### src/rtl/dm_arb_pkg.sv
// dm_arb_pkg: shared constants, grant-select type and the access legality
// helper for the data-memory arbiter.
package dm_arb_pkg;

    // DM size encoding: 0 is a read, otherwise the number of bytes written.
    localparam logic [2:0] SZ_READ = 3'd0;
    localparam logic [2:0] SZ_BYTE = 3'd1;
    localparam logic [2:0] SZ_HALF = 3'd2;
    localparam logic [2:0] SZ_WORD = 3'd4;

    // Which requester owns the DM ports this cycle.
    typedef enum logic [1:0] {
        GNT_NONE = 2'd0,
        GNT_CPU  = 2'd1,
        GNT_DMA  = 2'd2
    } gnt_sel_e;

    // Legal when the size is a known encoding and halfword/word accesses are
    // naturally aligned. Only the low address bits matter, so only those are
    // passed in.
    function automatic logic size_legal(input logic [1:0] addr, input logic [2:0] size);
        logic ok;
        case (size)
            SZ_READ: ok = 1'b1;
            SZ_BYTE: ok = 1'b1;
            SZ_HALF: ok = (addr[0] == 1'b0);
            SZ_WORD: ok = (addr == 2'b00);
            default: ok = 1'b0;
        endcase
        return ok;
    endfunction

endpackage

### src/rtl/dm_arb_resp.sv
// dm_arb_resp: per-port response register. Captures read data / error on the
// edge that ends the grant cycle and presents them for exactly one cycle.
// Reset is asynchronous so a pending response vanishes the moment reset asserts.
module dm_arb_resp
    import dm_arb_pkg::*;
(
    input  logic        clk,
    input  logic        reset,
    input  logic        accept,
    input  logic [31:0] rdata_in,
    input  logic        err_in,
    output logic        resp_valid,
    output logic [31:0] rdata,
    output logic        err
);

    logic        resp_valid_r;
    logic [31:0] rdata_r;
    logic        err_r;

    // Response register: load on acceptance, otherwise drop the valid pulse.
    always_ff @(posedge clk or negedge reset) begin
        if (!reset) begin
            resp_valid_r <= 1'b0;
            rdata_r      <= 32'd0;
            err_r        <= 1'b0;
        end else if (accept) begin
            resp_valid_r <= 1'b1;
            rdata_r      <= rdata_in;
            err_r        <= err_in;
        end else begin
            resp_valid_r <= 1'b0;
        end
    end

    assign resp_valid = resp_valid_r;
    assign rdata      = rdata_r;
    assign err        = err_r;

endmodule

### src/rtl/dm_arbiter.sv
// dm_arbiter: shares the data memory between the CPU MEM stage and a DMA
// requester. CPU has fixed priority; a saturating starvation counter forces
// the DMA through after STARVE_LIMIT consecutive CPU wins.
// Optional macro DM_ARB_ALIGN_CHECK_EN: reject misaligned/illegal sizes
// (accepted, no write, err=1, rdata=0). Without it, err is always 0 and
// every size passes straight through to the DM.
module dm_arbiter
    import dm_arb_pkg::*;
#(
    parameter int unsigned STARVE_LIMIT = 4
) (
    input  logic        clk,
    input  logic        reset,
    input  logic        cpu_req_valid,
    output logic        cpu_req_ready,
    input  logic [31:0] cpu_addr,
    input  logic [31:0] cpu_wdata,
    input  logic [2:0]  cpu_size,
    output logic        cpu_resp_valid,
    output logic [31:0] cpu_rdata,
    output logic        cpu_err,
    input  logic        dma_req_valid,
    output logic        dma_req_ready,
    input  logic [31:0] dma_addr,
    input  logic [31:0] dma_wdata,
    input  logic [2:0]  dma_size,
    output logic        dma_resp_valid,
    output logic [31:0] dma_rdata,
    output logic        dma_err,
    output logic [31:0] dm_address,
    output logic [31:0] dm_data_in,
    output logic [2:0]  dm_size,
    input  logic [31:0] dm_data_out
);

    localparam logic [3:0] LIMIT_C = 4'(STARVE_LIMIT);

    gnt_sel_e    gnt_s;
    logic [3:0]  starve_cnt_r;
    logic [3:0]  starve_nxt_s;
    logic [31:0] sel_addr_s;
    logic [31:0] sel_wdata_s;
    logic [2:0]  sel_size_s;
    logic        legal_s;
    logic        reject_s;
    logic [31:0] resp_data_s;

    // Grant decision; nothing is granted while reset is held so no DM write can slip out.
    always_comb begin
        gnt_s = GNT_NONE;
        if (!reset) begin
            gnt_s = GNT_NONE;
        end else if (cpu_req_valid && dma_req_valid) begin
            if (starve_cnt_r == LIMIT_C) begin
                gnt_s = GNT_DMA;
            end else begin
                gnt_s = GNT_CPU;
            end
        end else if (cpu_req_valid) begin
            gnt_s = GNT_CPU;
        end else if (dma_req_valid) begin
            gnt_s = GNT_DMA;
        end else begin
            gnt_s = GNT_NONE;
        end
    end

    // Request mux: route the granted port's fields, zeros when idle.
    always_comb begin
        sel_addr_s  = 32'd0;
        sel_wdata_s = 32'd0;
        sel_size_s  = SZ_READ;
        case (gnt_s)
            GNT_CPU: begin
                sel_addr_s  = cpu_addr;
                sel_wdata_s = cpu_wdata;
                sel_size_s  = cpu_size;
            end
            GNT_DMA: begin
                sel_addr_s  = dma_addr;
                sel_wdata_s = dma_wdata;
                sel_size_s  = dma_size;
            end
            default: begin
                sel_addr_s  = 32'd0;
                sel_wdata_s = 32'd0;
                sel_size_s  = SZ_READ;
            end
        endcase
    end

`ifdef DM_ARB_ALIGN_CHECK_EN
    assign legal_s = size_legal(sel_addr_s[1:0], sel_size_s);
`else
    assign legal_s = 1'b1;
`endif

    assign reject_s   = (gnt_s != GNT_NONE) && !legal_s;
    assign dm_address = sel_addr_s;
    assign dm_data_in = sel_wdata_s;
    assign dm_size    = legal_s ? sel_size_s : SZ_READ;

    // Reads return the DM word; writes and rejected accesses return zero.
    assign resp_data_s = ((sel_size_s == SZ_READ) && legal_s) ? dm_data_out : 32'd0;

    assign cpu_req_ready = (gnt_s == GNT_CPU);
    assign dma_req_ready = (gnt_s == GNT_DMA);

    // Starvation counter next value: count CPU wins over a waiting DMA, clear otherwise.
    always_comb begin
        starve_nxt_s = starve_cnt_r;
        if (!dma_req_valid || (gnt_s == GNT_DMA)) begin
            starve_nxt_s = 4'd0;
        end else if (gnt_s == GNT_CPU) begin
            if (starve_cnt_r >= LIMIT_C) begin
                starve_nxt_s = LIMIT_C;
            end else begin
                starve_nxt_s = starve_cnt_r + 4'd1;
            end
        end else begin
            starve_nxt_s = starve_cnt_r;
        end
    end

    // Starvation counter register.
    always_ff @(posedge clk or negedge reset) begin
        if (!reset) begin
            starve_cnt_r <= 4'd0;
        end else begin
            starve_cnt_r <= starve_nxt_s;
        end
    end

    dm_arb_resp u_cpu_resp (
        .clk        (clk),
        .reset      (reset),
        .accept     (gnt_s == GNT_CPU),
        .rdata_in   (resp_data_s),
        .err_in     (reject_s),
        .resp_valid (cpu_resp_valid),
        .rdata      (cpu_rdata),
        .err        (cpu_err)
    );

    dm_arb_resp u_dma_resp (
        .clk        (clk),
        .reset      (reset),
        .accept     (gnt_s == GNT_DMA),
        .rdata_in   (resp_data_s),
        .err_in     (reject_s),
        .resp_valid (dma_resp_valid),
        .rdata      (dma_rdata),
        .err        (dma_err)
    );

endmodule

### config.mk
export PLATFORM = sky130hd
export DESIGN_NAME = dm_arbiter
export DESIGN_NICKNAME = d
export VERILOG_FILES = /design/src/rtl/dm_arb_pkg.sv /design/src/rtl/dm_arb_resp.sv /design/src/rtl/dm_arbiter.sv
export SDC_FILE = /design/constraint.sdc
export NUM_CORES = 1
export LEC_CHECK = 0
export CAP_MARGIN = 30
export CORE_MARGIN = 3
export CORE_UTILIZATION = 32
export DETAILED_ROUTE_END_ITERATION = 16
export GPL_ROUTABILITY_DRIVEN = 1
export PLACE_DENSITY = 0.78
export SYNTH_ARGS = -nofsm -noshare
export SYNTH_HDL_FRONTEND = slang
export SYNTH_HIERARCHICAL = 1
export SYNTH_SLANG_ARGS = --single-unit
### constraint.sdc
create_clock -name clk -period 2.3 [get_ports clk]
set_input_delay 0.46 -clock clk [delete_from_list [all_inputs] [get_ports clk]]
set_output_delay 0.46 -clock clk [all_outputs]
set_load 0.01 [all_outputs]
**Yosys cells after proc, flatten, opt, wreduce, memory -nomap -nowiden**

Index checks and enable logic that the tools add are counted.
W data, S select, Z words.

- Bits in registers: 70
- Logic and storage cells: 29
- Output and inout port bits: 137
- Input bits: 170

- Reductions and logical operators: 5
- Order comparisons: 1
- Multiplexer cells: 14
- Add/subtract/negate cells: 1
- Eq/ne operators: 3

Operators with widths:

| kind | number |
|---|---|
| $pmux W32 S2 | 2 |
| $mux W32 | 1 |
| $mux W4 | 3 |
| $mux W2 | 5 |
| $pmux W3 S2 | 1 |
| $add A4 B1 Y4 const B | 1 |
| $eq A4 B3 Y1 const B | 1 |
| $ge A4 B3 Y1 const B | 1 |
| $logic_not A3 Y1 | 1 |
| $eq A2 B1 Y1 const B | 1 |
| $eq A2 B2 Y1 const B | 1 |
| $mux W1 | 2 |
| $reduce_bool A2 Y1 | 1 |
| $logic_and A1 B1 Y1 | 1 |
| $logic_not A1 Y1 | 1 |
| $logic_or A1 B1 Y1 | 1 |

**Longest topological paths before layout**

- Depth in word-level cells: 8
- Gate-level depth with buffers: 12

**Modules after synthesis**

Netlist, hierarchy kept.

Modules (own cells, without submodules):

| module | sequential area each (um^2) | times used | area each (um^2) | cells an instance |
|---|---|---|---|---|
| dm_arb_resp | 850.8 | 2 | 1,406.3 | 71 |
| dm_arbiter | 100.1 | 1 | 1,388.8 | 222 |

**Least setup slack after synthesis**

OpenSTA, ideal clock, no wires.

- Kind: reg2out
- Start: register starve_cnt_r[0]
- End: output port dm_data_in[21]
- Arrival: 2,008 ps
- Buffers on the path: 2
- Slack: -168 ps
- Cell stages (with the launch flop): 11
- Cells stage by stage: dfrtp_1 > inv_1 > ha_1 > nand2_1 > o21ai_0 > and3_1 > ha_1 > buf_2 > buf_2 > a22oi_1 > nor2_1

- Longest elaborated chain between the ends: 6
- Elaborated cells between the ends (all ways): 7

RTL lines:

| element | RTL line | source |
|---|---|---|
| start: declaration | dm_arbiter.sv:39 | `logic [3:0] starve_cnt_r;` |
| start signal: assignment | dm_arbiter.sv:130 | `starve_cnt_r <= starve_nxt_s;` |
| $eq A4 B3 Y1 | dm_arbiter.sv:54 | `if (starve_cnt_r == LIMIT_C) begin` |
| $mux W2 | dm_arbiter.sv:54 |  |
| $mux W2 | dm_arbiter.sv:53 | `end else if (cpu_req_valid && dma_req_valid) begin` |
| $mux W2 | dm_arbiter.sv:51 | `if (!reset) begin` |
| $eq A2 B2 Y1 | n/a |  |
| net dma_req_ready | dm_arbiter.sv:23 | `output logic dma_req_ready,` |
| $pmux W32 S2 | dm_arbiter.sv:73 | `case (gnt_s)` |
| end: declaration | dm_arbiter.sv:31 | `output logic [31:0] dm_data_in,` |

The timed path passes the listed nets, and every way through them passes these cells.

**Final worst setup path**

- Start: register starve_cnt_r[1]
- End: output port dm_address[4]

- Longest elaborated chain between the ends: 6
- Elaborated cells between the ends (all ways): 7

RTL lines:

| element | RTL line | source |
|---|---|---|
| $eq A4 B3 Y1 * | dm_arbiter.sv:54 |  |
| $mux W2 * | dm_arbiter.sv:54 |  |
| $mux W2 * | dm_arbiter.sv:53 |  |
| $mux W2 * | dm_arbiter.sv:51 |  |
| $eq A2 B2 Y1 or $eq A2 B1 Y1 (tied branches) | dm_arbiter.sv:73 |  |
| $pmux W32 S2 * | dm_arbiter.sv:73 |  |
| end: declaration | dm_arbiter.sv:30 | `output logic [31:0] dm_address,` |

Every way passes the cells marked *; elsewhere a longest branch is shown, timed or not.

==> out/metrics.csv <==
metric,value,unit
yosysTopAreaCellShare,42.9,%
antenna_found_initial,2,
ys_warn_count,6,
post_drt_wl_per_cell,20.8,um
drtAntennaViolNets,0,
start_kind,flop,
crit_buf_inv,4,
worstHoldPathType,in2async,
required,1.84,ns
cts_made_buffers,9,
vias,4264,
slew_violations,0,
grt_pass1_vias,4597,
area_growth,89.1,%
startpoint,starve_cnt_r[1],
syn_avg_cell_area,11.5,sq um
async_reset_ff_share,100,%
placed_area,0.00750,sq mm
critPathKind,reg2out,
routed_via_density,4.94,
drt-pass1-iter-count,4,
synth-seq-area-share,42.9,%
num_rows,41,
timing.max_cap.violations,0,
final_nets,860,
synth_cell_types,28,
rsz0062_at_grt,yes,
cp_slowest_cell,dfrtp_1,
synth_area_leaders,"dfrtp_1, mux2_4, a22oi_1, nor2_1, and2_1",
hold_violations,0,
cp_top_family,buffers and inverters,
root_buffer,clkbuf_16,
dieHeight,121,um
power_per_cell_area,630,mW/mm^2
pin_count,307,
grt_pass1_wl,26.9,mm
power.total,5.01,mW
stdcell_area,0.00795,sq mm
crit_path_max_fanout,10,
drtIter0Drc,269,
cts_tree,done,
synth_enable_flop_cells,0,
worst_slack,-0.312,ns
setup_viol_count_final,133,
dieArea,0.0145,sq mm
die-width,121,um
path_cells,inv_2 -> ha_4 -> nand2_2 -> o21ai_2 -> and3_4 -> ha_4 -> buf_6 -> buf_12 -> a22oi_2 -> nor2_1 -> buf_2,
globalplace.congestion,0.989,
max-slew-margin-rel,42.9,%
clock_path_buffers,2,
hold_buffers,0,
drive_above_1_share,36.5,%
fin_tns_setup,-27.47,ns
worstReg2RegStart,starve_cnt_r[1],
fin_crit_sh,114,%
worst_slew_pin_slew,0.856,ns
synth_area,0.00420,sq mm
core_area,0.0127,sq mm
violations,setup timing,
grt-ovfl-total,0,
ir_worst_vdd,0.309,mV
initial_core_util,33.0,%
path_common_cell,ha_4,
yosys_most_used_dff,dfrtp_1,
clock-sinks,72,
grt_max_degree,70,
post-dp-hpwl,13.4,mm
whs,0.0749,ns
synth_area_leader_cell,dfrtp_1,
portBuffers,306,
htreeDepth,3,
drc,0,
max_freq,383,MHz
p_leak,3.47,nW
ys_ff_latch,72,
status,"complete, but fails checks",
synth_cells,364,
post-route-min-period,2.61,ns
critPathMaxStageDelay,0.40,ns
worst_clock_skew,0.00327,ns
clk_latency,0.33,ns
critPathArrivalTime,2.15,ns
path_clk_slew,0.06,ns
endpoint_kind,output port,
routed_wl,18.0,mm
grt.total_usage,24.0,%
[registers in the layout (all words and copies together), names as in the netlist]
| register | count |
|---|---|
| u_dma_resp/err | 1 |
| u_dma_resp/resp_valid | 1 |
| u_dma_resp/rdata | 32 |
| starve_cnt_r | 4 |
| u_cpu_resp/rdata | 32 |
| u_cpu_resp/resp_valid | 1 |
| u_cpu_resp/err | 1 |
[power breakdown]
part	leakage, nW	switching (mW)	internal [mW]	total, mW
clock network	0.139	0.553	0.850	1.40
logic	2.45	0.671	1.24	1.91
registers	0.879	0.162	1.53	1.69
[layout make-up]
cell class                 count  area [sq um]
fill                        1063          4780
timing repair buffer         341          3220
multi-input combinational    258          2390
sequential                    72          1800
clock buffer                   9           225
tap                          172           215
clock inverter                 7          78.8
inverter                       4          15.0
antenna                        1          2.50
[cells in the final DEF, fill, tap and decap left out, types with 7 or more instances in the layout]
cell type	count
a22oi_1	50
a22oi_2	17
and2_4	32
buf_12	7
buf_2	59
buf_4	20
buf_6	8
clkbuf_16	11
clkdlybuf4s50_1	236
dfrtp_1	72
mux2_4	64
nor2_1	65
[worst paths after layout]
check / slack [ns] / depth (start not counted) / end
hold reg to reg: 0.51 / 1 / u_cpu_resp/rdata[6]
setup reg to reg: -0.17 / 12 / u_dma_resp/rdata[12]
setup / recovery: -0.31 / 11 / dm_address[4]
max in group asynchronous: 1.35 / 2 / u_dma_resp/rdata[6]
hold / removal: 0.07 / 2 / starve_cnt_r[3]
min in group clk: 0.51 / 1 / u_cpu_resp/rdata[6]
[logic make-up after synthesis]
logic type	share of synthesized area [%]
buffers and inverters	7.00
adder cells (fa/ha/maj)	1.19
multiplexers	23.3
AND/OR/NAND/NOR	12.2
flip-flops	42.9
AO/OA/AOI/OAI	13.3
other	0.0893
[synthesized netlist by cell type, types with 3 or more instances]
cell      number
a22oi_2        3
inv_1          4
mux2_4        60
dfrtp_1       72
buf_6          5
mux2_2         6
a22oi_1       64
and2_1        32
clkbuf_1       8
ha_1           4
nor2_1        68
buf_12         6
buf_2         13
[routing by layer]
layer	GRT usage (%)	routed length, um	up-vias
met5	0	13	-
met4	6.52	335	2
met3	7.11	1520	19
met2	42.1	9150	197
met1	28.7	6960	2101
li1	-	-	1945
[timing repair]
action	CTS	global route
buffers inserted	3	3
pin swaps	47	8
cloned	4	2
endpoints found under the setup margin	139	138
gates resized for setup	346	21
[worst reg2reg max path: cells and delay by family, from the launching register on]
family / cells / cell delay [ns]
flops: 1 / 0.40
simple gates: 3 / 0.43
mux: 1 / 0.26
buf+inv: 3 / 0.41
compound gates: 3 / 0.53
fa+ha+maj: 2 / 0.34
[per-stage QoR]
step           cells  utilization (%)  setup WS (ns)
2_1_floorplan    365                -        -0.0118
3_3_place_gp     837             58.9         -0.787
3_5_place_dp     837             58.9         -0.808
4_1_cts          860             61.4         -0.374
5_1_grt          864             62.5         -0.460
6_report         864             62.5         -0.312
Note: power is estimated with default switching activity, not from simulation.
